`src/rtl/secuenciador_bus_rtc_pkg.sv`:
```
// Shared types and default timing for the RTC multiplexed-bus sequencer.
package secuenciador_bus_rtc_pkg;

    localparam int unsigned T_PULSE_DEF  = 8;
    localparam int unsigned T_GAP_DEF    = 4;
    localparam int unsigned HOLD_OFF_DEF = 3;

    localparam int unsigned BUS_W  = 8;
    localparam int unsigned TMR_W  = 4;
    localparam int unsigned HOLD_W = 3;

    typedef enum logic [2:0] {
        S_IDLE,
        S_ADDR_SET,
        S_ADDR_DRV,
        S_ADDR_GAP,
        S_DATA_SET,
        S_DATA_DRV,
        S_DATA_GAP,
        S_FIN
    } state_t;

    typedef enum logic [1:0] {
        G_NONE,
        G_ESC,
        G_LECT
    } grant_t;

endpackage

```
`src/rtl/secuenciador_bus_rtc_if.sv`:
```
// Requester handshake plus RTC pin bundle shared by the sequencer and its environment.
interface secuenciador_bus_rtc_if;
    import secuenciador_bus_rtc_pkg::*;

    logic             E_esc;
    logic             E_lect;
    logic [BUS_W-1:0] Dato_Dire;
    logic [BUS_W-1:0] Dir_lect;
    logic [BUS_W-1:0] AD_in;
    logic             DIR_esc;
    logic             DAT_esc;
    logic             cambio_esc;
    logic             DIR_lect;
    logic             DAT_lect;
    logic             cambio_lect;
    logic [BUS_W-1:0] AD_out;
    logic             AD_oe;
    logic             CS_n;
    logic             RD_n;
    logic             WR_n;
    logic             A_D;
    logic [BUS_W-1:0] Dato_Leido;
    logic             Ocupado;

    modport slave (
        input  E_esc, E_lect, Dato_Dire, Dir_lect, AD_in,
        output DIR_esc, DAT_esc, cambio_esc, DIR_lect, DAT_lect, cambio_lect,
        output AD_out, AD_oe, CS_n, RD_n, WR_n, A_D, Dato_Leido, Ocupado
    );

    modport master (
        output E_esc, E_lect, Dato_Dire, Dir_lect, AD_in,
        input  DIR_esc, DAT_esc, cambio_esc, DIR_lect, DAT_lect, cambio_lect,
        input  AD_out, AD_oe, CS_n, RD_n, WR_n, A_D, Dato_Leido, Ocupado
    );

endinterface

```
`src/rtl/secuenciador_bus_rtc_temporizador_fase.sv`:
```
// Loadable 4-bit down-counter with zero flag, shared by all timed bus phases.
module temporizador_fase
    import secuenciador_bus_rtc_pkg::*;
(
    input  logic             clk,
    input  logic             reset,
    input  logic             load,
    input  logic [TMR_W-1:0] load_val,
    output logic             zero
);

    logic [TMR_W-1:0] cnt;

    always_ff @(posedge clk or posedge reset) begin
        if (reset)              cnt <= '0;
        else if (load)          cnt <= load_val;
        else if (cnt != '0)     cnt <= cnt - TMR_W'(1);
    end

    assign zero = (cnt == '0);

endmodule

```
`src/rtl/secuenciador_bus_rtc.sv`:
```
// Arbitrates the RTC address/data port between the write and read machines and
// sequences the address and data phases of each bus cycle.
module secuenciador_bus_rtc
    import secuenciador_bus_rtc_pkg::*;
#(
    parameter int unsigned T_PULSE  = T_PULSE_DEF,
    parameter int unsigned T_GAP    = T_GAP_DEF,
    parameter int unsigned HOLD_OFF = HOLD_OFF_DEF
) (
    input  logic                 clk,
    input  logic                 reset,
    secuenciador_bus_rtc_if.slave bus
);

    state_t           state;
    grant_t           grant;
    grant_t           last_served;
    logic [HOLD_W-1:0] idle_cnt;
    logic             post_fin;
    logic             owner_en;
    logic             is_wr;
    logic             is_rd;
    logic             tmr_load;
    logic [TMR_W-1:0] tmr_val;
    logic             tmr_zero;

    assign is_wr    = (grant == G_ESC);
    assign is_rd    = (grant == G_LECT);
    assign owner_en = (is_wr & bus.E_esc) | (is_rd & bus.E_lect);

    // Read address is only driven during its address phase; write data follows the grant.
    assign bus.AD_out = is_wr ? bus.Dato_Dire :
                        (is_rd && (state == S_ADDR_SET || state == S_ADDR_DRV)) ? bus.Dir_lect :
                        '0;

    // Pulse phases load on entry from the set states, gap phases load as a pulse expires.
    always_comb begin
        tmr_load = 1'b0;
        tmr_val  = TMR_W'(T_GAP - 1);
        if (state == S_ADDR_SET || state == S_DATA_SET) begin
            tmr_load = 1'b1;
            tmr_val  = TMR_W'(T_PULSE - 1);
        end else if ((state == S_ADDR_DRV || state == S_DATA_DRV) && tmr_zero) begin
            tmr_load = 1'b1;
        end
    end

    temporizador_fase u_tmr (
        .clk      (clk),
        .reset    (reset),
        .load     (tmr_load),
        .load_val (tmr_val),
        .zero     (tmr_zero)
    );

    always_ff @(posedge clk or posedge reset) begin
        if (reset) begin
            state           <= S_IDLE;
            grant           <= G_NONE;
            last_served     <= G_NONE;
            idle_cnt        <= '0;
            post_fin        <= 1'b0;
            bus.DIR_esc     <= 1'b0;
            bus.DAT_esc     <= 1'b0;
            bus.cambio_esc  <= 1'b0;
            bus.DIR_lect    <= 1'b0;
            bus.DAT_lect    <= 1'b0;
            bus.cambio_lect <= 1'b0;
            bus.AD_oe       <= 1'b0;
            bus.CS_n        <= 1'b1;
            bus.RD_n        <= 1'b1;
            bus.WR_n        <= 1'b1;
            bus.A_D         <= 1'b1;
            bus.Dato_Leido  <= '0;
            bus.Ocupado     <= 1'b0;
        end else begin
            bus.DIR_esc     <= 1'b0;
            bus.DAT_esc     <= 1'b0;
            bus.cambio_esc  <= 1'b0;
            bus.DIR_lect    <= 1'b0;
            bus.DAT_lect    <= 1'b0;
            bus.cambio_lect <= 1'b0;
            post_fin        <= 1'b0;

            case (state)
                S_IDLE: begin
                    if (grant == G_NONE) begin
                        idle_cnt <= '0;
                        if (bus.E_esc && (!bus.E_lect || last_served != G_ESC)) begin
                            grant       <= G_ESC;
                            bus.Ocupado <= 1'b1;
                        end else if (bus.E_lect) begin
                            grant       <= G_LECT;
                            bus.Ocupado <= 1'b1;
                        end
                    end else if (owner_en && !post_fin) begin
                        state        <= S_ADDR_SET;
                        idle_cnt     <= '0;
                        last_served  <= grant;
                        bus.DIR_esc  <= is_wr;
                        bus.DIR_lect <= is_rd;
                    end else if (!owner_en) begin
                        // Release only after a sustained idle request, not a one-cycle dip.
                        if (idle_cnt == HOLD_W'(HOLD_OFF - 1)) begin
                            grant       <= G_NONE;
                            bus.Ocupado <= 1'b0;
                            idle_cnt    <= '0;
                        end else begin
                            idle_cnt <= idle_cnt + HOLD_W'(1);
                        end
                    end else begin
                        idle_cnt <= '0;
                    end
                end
                S_ADDR_SET: begin
                    state     <= S_ADDR_DRV;
                    bus.A_D   <= 1'b0;
                    bus.CS_n  <= 1'b0;
                    bus.WR_n  <= 1'b0;
                    bus.AD_oe <= 1'b1;
                end
                S_ADDR_DRV: begin
                    if (tmr_zero) begin
                        state     <= S_ADDR_GAP;
                        bus.A_D   <= 1'b1;
                        bus.CS_n  <= 1'b1;
                        bus.WR_n  <= 1'b1;
                        bus.AD_oe <= 1'b0;
                    end
                end
                S_ADDR_GAP: begin
                    if (tmr_zero) begin
                        state       <= S_DATA_SET;
                        bus.DAT_esc <= is_wr;
                    end
                end
                S_DATA_SET: begin
                    state     <= S_DATA_DRV;
                    bus.A_D   <= 1'b1;
                    bus.CS_n  <= 1'b0;
                    bus.WR_n  <= !is_wr;
                    bus.RD_n  <= is_wr;
                    bus.AD_oe <= is_wr;
                end
                S_DATA_DRV: begin
                    if (tmr_zero) begin
                        state        <= S_DATA_GAP;
                        bus.CS_n     <= 1'b1;
                        bus.WR_n     <= 1'b1;
                        bus.RD_n     <= 1'b1;
                        bus.AD_oe    <= 1'b0;
                        bus.DAT_lect <= is_rd;
                        if (is_rd) bus.Dato_Leido <= bus.AD_in;
                    end
                end
                S_DATA_GAP: begin
                    if (tmr_zero) begin
                        state           <= S_FIN;
                        bus.cambio_esc  <= is_wr;
                        bus.cambio_lect <= is_rd;
                    end
                end
                S_FIN: begin
                    state    <= S_IDLE;
                    post_fin <= 1'b1;
                end
                default: state <= S_IDLE;
            endcase
        end
    end

endmodule

```
`src/flat_wrapper.sv`:
```
// flat-port wrapper written by rule: the top's interface ports become plain ports
module secuenciador_bus_rtc_flat import secuenciador_bus_rtc_pkg::*;
#(
    parameter int unsigned T_PULSE  = T_PULSE_DEF,
    parameter int unsigned T_GAP    = T_GAP_DEF,
    parameter int unsigned HOLD_OFF = HOLD_OFF_DEF
)
  (clk, reset, bus_E_esc, bus_E_lect, bus_Dato_Dire, bus_Dir_lect, bus_AD_in, bus_DIR_esc, bus_DAT_esc, bus_cambio_esc, bus_DIR_lect, bus_DAT_lect, bus_cambio_lect, bus_AD_out, bus_AD_oe, bus_CS_n, bus_RD_n, bus_WR_n, bus_A_D, bus_Dato_Leido, bus_Ocupado);
  secuenciador_bus_rtc_if bus_i ();
  input  logic clk;
  input  logic reset;
  input wire logic [$bits(bus_i.E_esc)-1:0] bus_E_esc;
  input wire logic [$bits(bus_i.E_lect)-1:0] bus_E_lect;
  input wire logic [$bits(bus_i.Dato_Dire)-1:0] bus_Dato_Dire;
  input wire logic [$bits(bus_i.Dir_lect)-1:0] bus_Dir_lect;
  input wire logic [$bits(bus_i.AD_in)-1:0] bus_AD_in;
  output wire logic [$bits(bus_i.DIR_esc)-1:0] bus_DIR_esc;
  output wire logic [$bits(bus_i.DAT_esc)-1:0] bus_DAT_esc;
  output wire logic [$bits(bus_i.cambio_esc)-1:0] bus_cambio_esc;
  output wire logic [$bits(bus_i.DIR_lect)-1:0] bus_DIR_lect;
  output wire logic [$bits(bus_i.DAT_lect)-1:0] bus_DAT_lect;
  output wire logic [$bits(bus_i.cambio_lect)-1:0] bus_cambio_lect;
  output wire logic [$bits(bus_i.AD_out)-1:0] bus_AD_out;
  output wire logic [$bits(bus_i.AD_oe)-1:0] bus_AD_oe;
  output wire logic [$bits(bus_i.CS_n)-1:0] bus_CS_n;
  output wire logic [$bits(bus_i.RD_n)-1:0] bus_RD_n;
  output wire logic [$bits(bus_i.WR_n)-1:0] bus_WR_n;
  output wire logic [$bits(bus_i.A_D)-1:0] bus_A_D;
  output wire logic [$bits(bus_i.Dato_Leido)-1:0] bus_Dato_Leido;
  output wire logic [$bits(bus_i.Ocupado)-1:0] bus_Ocupado;
  assign bus_i.E_esc = bus_E_esc;
  assign bus_i.E_lect = bus_E_lect;
  assign bus_i.Dato_Dire = bus_Dato_Dire;
  assign bus_i.Dir_lect = bus_Dir_lect;
  assign bus_i.AD_in = bus_AD_in;
  assign bus_DIR_esc = bus_i.DIR_esc;
  assign bus_DAT_esc = bus_i.DAT_esc;
  assign bus_cambio_esc = bus_i.cambio_esc;
  assign bus_DIR_lect = bus_i.DIR_lect;
  assign bus_DAT_lect = bus_i.DAT_lect;
  assign bus_cambio_lect = bus_i.cambio_lect;
  assign bus_AD_out = bus_i.AD_out;
  assign bus_AD_oe = bus_i.AD_oe;
  assign bus_CS_n = bus_i.CS_n;
  assign bus_RD_n = bus_i.RD_n;
  assign bus_WR_n = bus_i.WR_n;
  assign bus_A_D = bus_i.A_D;
  assign bus_Dato_Leido = bus_i.Dato_Leido;
  assign bus_Ocupado = bus_i.Ocupado;
  secuenciador_bus_rtc #(.T_PULSE(T_PULSE), .T_GAP(T_GAP), .HOLD_OFF(HOLD_OFF)) u_core (.clk(clk), .reset(reset), .bus(bus_i));
endmodule
```
`config.mk`:
```
export PLATFORM = sky130hd
export DESIGN_NAME = secuenciador_bus_rtc_flat
export DESIGN_NICKNAME = d
export VERILOG_FILES = /design/src/rtl/secuenciador_bus_rtc_pkg.sv /design/src/rtl/secuenciador_bus_rtc_if.sv /design/src/rtl/secuenciador_bus_rtc_temporizador_fase.sv /design/src/rtl/secuenciador_bus_rtc.sv /design/src/flat_wrapper.sv
export SDC_FILE = /design/constraint.sdc
export NUM_CORES = 1
export LEC_CHECK = 0
export ABC_AREA = 0
export BUFFER_PORTS_ARGS = -buffer_cell sky130_fd_sc_hd__buf_2
export CELL_PAD_IN_SITES_DETAIL_PLACEMENT = 1
export CELL_PAD_IN_SITES_GLOBAL_PLACEMENT = 2
export CORE_UTILIZATION = 30
export DETAILED_ROUTE_END_ITERATION = 7
export PLACE_DENSITY_LB_ADDON = 0.1
export SETUP_SLACK_MARGIN = 0.3
export SLEW_MARGIN = 10
export SYNTH_ARGS = -nofsm -noshare
export SYNTH_HDL_FRONTEND = slang
export SYNTH_SLANG_ARGS = --single-unit
export TNS_END_PERCENT = 10
```
`constraint.sdc`:
```
create_clock -name clk -period 2.82 [get_ports clk]
set_input_delay 0.423 -clock clk [delete_from_list [all_inputs] [get_ports clk]]
set_output_delay 0.423 -clock clk [all_outputs]
set_load 0.01 [all_outputs]
```
; Yosys cells after proc, flatten, opt, wreduce, memory -nomap -nowiden
; Cells that the tools add are included.
; Widths: inputs -> output; s select.
[op_classes]
addsub = 2
n_eq_ne = 21
mux = 50
bitwise = 4
n_reduce_logical = 31
[op_table]
columns = cell, n
row1 = $mux 3, 11
row2 = $pmux 3 s8, 1
row3 = $mux 1, 23
row4 = $mux 8, 2
row5 = $ne 2x1->1 const B, 8
row6 = $eq 3x3->1 const B, 4
row7 = $mux 2, 6
row8 = $eq 3x2->1 const B, 3
row9 = $pmux 1 s3, 3
row10 = $mux 4, 2
row11 = $reduce_and 2->1, 4
row12 = $reduce_bool 2->1, 4
row13 = $reduce_and 3->1, 2
row14 = $reduce_and 6->1, 1
row15 = $reduce_bool 3->1, 2
row16 = $reduce_and 5->1, 1
row17 = $logic_and 1x1->1, 4
row18 = $logic_not 4->1, 1
row19 = $logic_or 1x1->1, 4
row20 = $ne 2x2->1 const B, 2
row21 = $pmux 1 s2, 2
row22 = $reduce_bool 4->1, 1
row23 = $reduce_or 2->1, 2
row24 = $sub 4x1->4 const B, 1
row25 = 11 further kinds, 14
[word_totals]
register_bits = 35
input_bits = 28
output_inout_bits = 28
wordCells = 127

; Longest topological paths before layout
[depth]
word_depth = 7
mapped_depth = 7
depth_no_buf = 6

; By module
; Synthesis repeated with hierarchy kept, for this count alone.
[unflattened]
cells_unflattened = 179
area_unflattened_um2 = 1889.3
[modules_own_cells]
columns = mod, instances, cells_each, area_each_um2, seq_area_each_um2
row1 = secuenciador_bus_rtc, 1, 156, 1652.8, 780.7
row2 = temporizador_fase, 1, 23, 236.5, 100.1

; Worst setup path after synthesis
; No wires, ideal clock.
[synth_timing]
kind = reg2reg
from = register u_core.u_tmr.cnt[0]
to = register u_core.bus.Dato_Leido[0]
setup_ns = 0.125
arrival_time_ns = 1.991
t_required_ns = 2.695
setup_slack_ns = 0.704
path_stages_with_launch = 7
n_path_buf = 1
period_less_slack_ns = 2.116
cell_sequence = dfrtp_1 inv_1 ha_1 or3b_1 buf_6 nor4_4 mux2_2
[synth_between]
elab_chain_len = 2
[synth_rtl]
columns = element, line
row1 = start: declaration, secuenciador_bus_rtc_temporizador_fase.sv:12  ; logic [TMR_W-1:0] cnt;
row2 = start signal: assignment, secuenciador_bus_rtc_temporizador_fase.sv:16  ; else if (load) cnt <= load_val;
row3 = start signal: assignment, secuenciador_bus_rtc_temporizador_fase.sv:17  ; else if (cnt != '0) cnt <= cnt - TMR_W'(1);
row4 = $logic_not 4->1, secuenciador_bus_rtc_temporizador_fase.sv:20  ; assign zero = (cnt == '0);
row5 = $reduce_and 3->1 (no line), n/a
row6 = end signal: assignment, secuenciador_bus_rtc.sv:153  ; if (is_rd) bus.Dato_Leido <= bus.AD_in;
row7 = end: declaration, secuenciador_bus_rtc_if.sv:28  ; output AD_out, AD_oe, CS_n, RD_n, WR_n, A_D, Dato_Leido, Ocupado
; Every way passes these cells.
; A chain may end at the register's enable or synchronous reset.

; Worst setup path in the final report
[layout_timing]
from = register u_core.grant[0]
to = output bus_AD_out[1]
[layout_between]
elab_chain_len = 4
word_cells_on_any_way = 5
cone_classes = eq/ne (2) / mux (2) / reduce/logical (1)
[layout_rtl]
columns = element, line
row1 = start: declaration, secuenciador_bus_rtc.sv:16  ; grant_t grant;
row2 = start signal: assignment, secuenciador_bus_rtc.sv:59  ; grant <= G_NONE;
row3 = start signal: assignment, secuenciador_bus_rtc.sv:90  ; grant <= G_ESC;
row4 = start signal: assignment, secuenciador_bus_rtc.sv:93  ; grant <= G_LECT;
row5 = $eq 2x2->1, secuenciador_bus_rtc.sv:28  ; assign is_rd = (grant == G_LECT);
row6 = $logic_and 1x1->1, secuenciador_bus_rtc.sv:33  ; (is_rd && (state == S_ADDR_SET || state == S_ADDR_DRV)) ? bus.Dir_lect :
row7 = $mux 8, secuenciador_bus_rtc.sv:33
row8 = $mux 8 (*), secuenciador_bus_rtc.sv:32  ; assign bus.AD_out = is_wr ? bus.Dato_Dire :
row9 = end: declaration, flat_wrapper.sv:23  ; output wire logic [$bits(bus_i.AD_out)-1:0] bus_AD_out;
; Every way passes the cells marked *; elsewhere a longest branch is shown, timed or not.

==> qor.yml <==
fmax_mhz: 434
p_sw_share_pct: 39.1
pwr_density_cell_nw_per_um2: 978
die_x_um: 78.2
pwr-share-seq_pct: 38.5
drive_gt1_share_pct: 37.9
yosys.cell_types.count: 38
cp-start-kind: "flop"
coreArea_um2: 5540
p_int_uw: 1320
drtAntennaViolNets: 0
ys_warn_count: 0
tns_ps: 0
slew_viol_final: 0
crit_type: "reg2out"
cts_tree: "done"
worst_ep_arrival_time_ps: 1880
wl_um: 4470
fillers: 673
power_frac_comb_pct: 40.9
tightest_slew_ps: 510
clk_path_buf_depth: 2
maxCapViolCount: 0
synth_top_area_share_pct: 44.6
first_pass_iters: 4
setup_viol: 0
finalWeightedCongestion: 0.727
rsz0062_at_grt: "false"
antenna_found_initial: 0
cts_made_buffers: 5
cp_max_fo: 9
hold_class: "in2async"
htree_levels: 2
fin_crit_sh_pct: 81.7
rows: 27
io_buffers: 55
multiInputGateArea_um2: 790
synth_cells: 171
worst-path-buf-inv: 1
vias: 1502
track_usage_pct: 16.2
syn_nets: 200
drtIter0Drc: 46
clock_skew_ps: 7.29
yosys.area.top_type: "dfrtp_1"
grt_max_degree: 36
area_growth_pct: 27.6
chipHeight_um: 78.2
slowest_stage: "nor3_2"
leakagePower_uw: 0.00115
wl_per_cell_um: 14.7
grt_pass1_wl_um: 7640
nets: 260
ioPinCount: 56
synthTopCellsByArea: "dfrtp_1 (45%), mux2_2 (6.5%), dfstp_2 (6.0%)"
period_minus_slack_ps: 2300
design.die.area_um2: 6110
p_clk_share_pct: 20.7
path_cells: "nand2b_1 > nor3_2 > a22o_1 > buf_2"
grt_pass1_vias: 1593
start_util_pct: 31.4
synth-seq-cells: 35
required_ps: 2400
cts_root_buffer: "clkbuf_8"
avgViaCountPerCell: 4.94
relSlewSlack_pct: 65.8
critPathTopFamily: "simple AND/OR/NAND/NOR gates"
finish.utilization_pct: 40.1
regArea_um2: 881
status: "finished clean"
clk_pin_slew_ps: 80
synth_area_per_cell_um2: 10.2
grt_overflow: 0
ys_seq_area_share_pct: 50.6
finalHoldViolCount: 0
cpPeakStageDelay_ps: 480
ir_drop_v: 0.000308
p_switching_uw: 849
synth_flop_cell: "dfrtp_1"
setup.worst_path.end_class: "output port"
synth_area_um2: 1740
dpl.hpwl_um: 3400
antennaDiodeCount: 0
clk_latency_ps: 290
drc: 0
async_reset_ff_share_pct: 100
synth_enable_flop_cells: 0
cts.sinks: 35
cts_hold_buf: 0
[metal layers]
layer	GRT usage (%)	up-vias	part of all wire (%)	routed length, µm
met5	0	-	0	0
met2	28.9	49	50	2250
met1	18.7	718	42	1880
met4	5.00	0	1.3	59
li1	-	728	-	-
met3	4.30	7	6.4	287
[power groups by stage]
stage               registers [µW]  clock network (µW)  logic, µW
floorplan                      783                   0        668
global placement               834                   0        865
detailed placement             847                   0        894
CTS                            838                 470        903
global route                   869                 486       1010
finish                         835                 449        888
[cells by family after synthesis]
group | Yosys count | share of synthesized area (%)
flip-flops | 35 | 50.6
buffers and inverters | 16 | 4.31
AO/OA/AOI/OAI | 47 | 18.2
XOR/XNOR | 1 | 0.503
multiplexers | 11 | 7.05
adder cells (fa/ha/maj) | 1 | 0.719
AND/OR/NAND/NOR | 60 | 18.6
[layout make-up]
cell class / instances / share of cell area [%]
Sequential cell: 35 / 39.7
Multi-Input combinational cell: 120 / 35.5
Timing Repair Buffer: 61 / 14.4
Tap cell: 72 / 4.06
Clock buffer: 6 / 3.27
Clock inverter: 2 / 1.69
Inverter: 8 / 1.35
[final timing paths]
| kind | start | slack, ps | endpoint | depth (start not counted) |
|---|---|---|---|---|
| max in group asynchronous | reset | 2240 | u_core.bus.A_D$_DFFE_PP1P_ | 3 |
| min in group clk | bus_AD_in[0] | 360 | u_core.bus.Dato_Leido[0]$_DFFE_PP0P_ | 2 |
| max reg2reg | u_core.u_tmr.cnt[0]$_DFFE_PP0P_ | 570 | u_core.bus.Dato_Leido[5]$_DFFE_PP0P_ | 6 |
| min reg2reg | u_core.last_served[1]$_DFFE_PP0P_ | 510 | u_core.last_served[1]$_DFFE_PP0P_ | 1 |
| min | reset | 230 | u_core.last_served[1]$_DFFE_PP0P_ | 3 |
| max | u_core.grant[0]$_DFFE_PP0P_ | 520 | bus_AD_out[1] | 4 |
[per-stage QoR]
| stage | hold slack [ps] | total power [µW] | cells | instance area (µm²) | worst slack (ps) |
|---|---|---|---|---|---|
| after floorplan | 450 | 1450 | 171 | 1740 | 704 |
| after global placement | 470 | 1700 | 294 | 2090 | 514 |
| after detailed placement | 491 | 1740 | 294 | 2090 | 349 |
| after CTS | 241 | 2210 | 302 | 2210 | 387 |
| after global routing | 286 | 2360 | 304 | 2220 | 398 |
| final | 235 | 2170 | 304 | 2220 | 517 |
[synth_stat cells (2+ instances only)]
master,number
a21o_1,3
a21oi_1,11
a22o_1,9
and3_1,2
buf_4,2
clkbuf_1,5
dfrtp_1,31
dfstp_2,4
inv_1,8
mux2_2,10
nand2_1,15
nand2b_1,4
nand3_1,2
nand3b_1,4
nor2_1,14
nor2b_1,4
nor3_1,7
o211ai_1,3
o21a_1,2
o21ai_0,12
or3_1,2
[flip-flops by register name, summed over array words and instances (netlist names), 2 cells and up]
name                   flops
u_core.bus.Dato_Leido      8
u_core.u_tmr.cnt           4
u_core.idle_cnt            3
u_core.state               3
u_core.grant               2
u_core.last_served         2
[placed cells by master, fill, tap and decap left out, types with 2 or more instances in the layout]
cell / synthesis / routed
inv_1: 8 / 8
nand2_1: 15 / 15
nand3b_1: 4 / 4
nor2b_1: 4 / 4
a21o_1: 3 / 3
o21a_1: 2 / 2
buf_2: 0 / 55
o211ai_1: 3 / 3
nand2b_1: 4 / 4
clkbuf_8: 0 / 5
nand3_1: 2 / 2
nor2_1: 14 / 14
dfrtp_1: 31 / 31
dfstp_2: 4 / 4
o21ai_0: 12 / 12
buf_4: 2 / 6
a21oi_1: 11 / 11
mux2_2: 10 / 10
nor3_1: 7 / 6
or3_1: 2 / 2
a22o_1: 9 / 9
and3_1: 2 / 2
[worst min-delay path, cell delays in order]
cell and delay, ps:
buf_2 90, inv_1 50, buf_4 390
[what timing repair did]
item	CTS	global route
gates resized for setup	1	0
endpoints found under the hold margin	0	0
endpoints found under the setup margin	8	8
pin swaps	0	1
buffers inserted	0	2
Note: power is estimated with default switching activity, not from simulation.
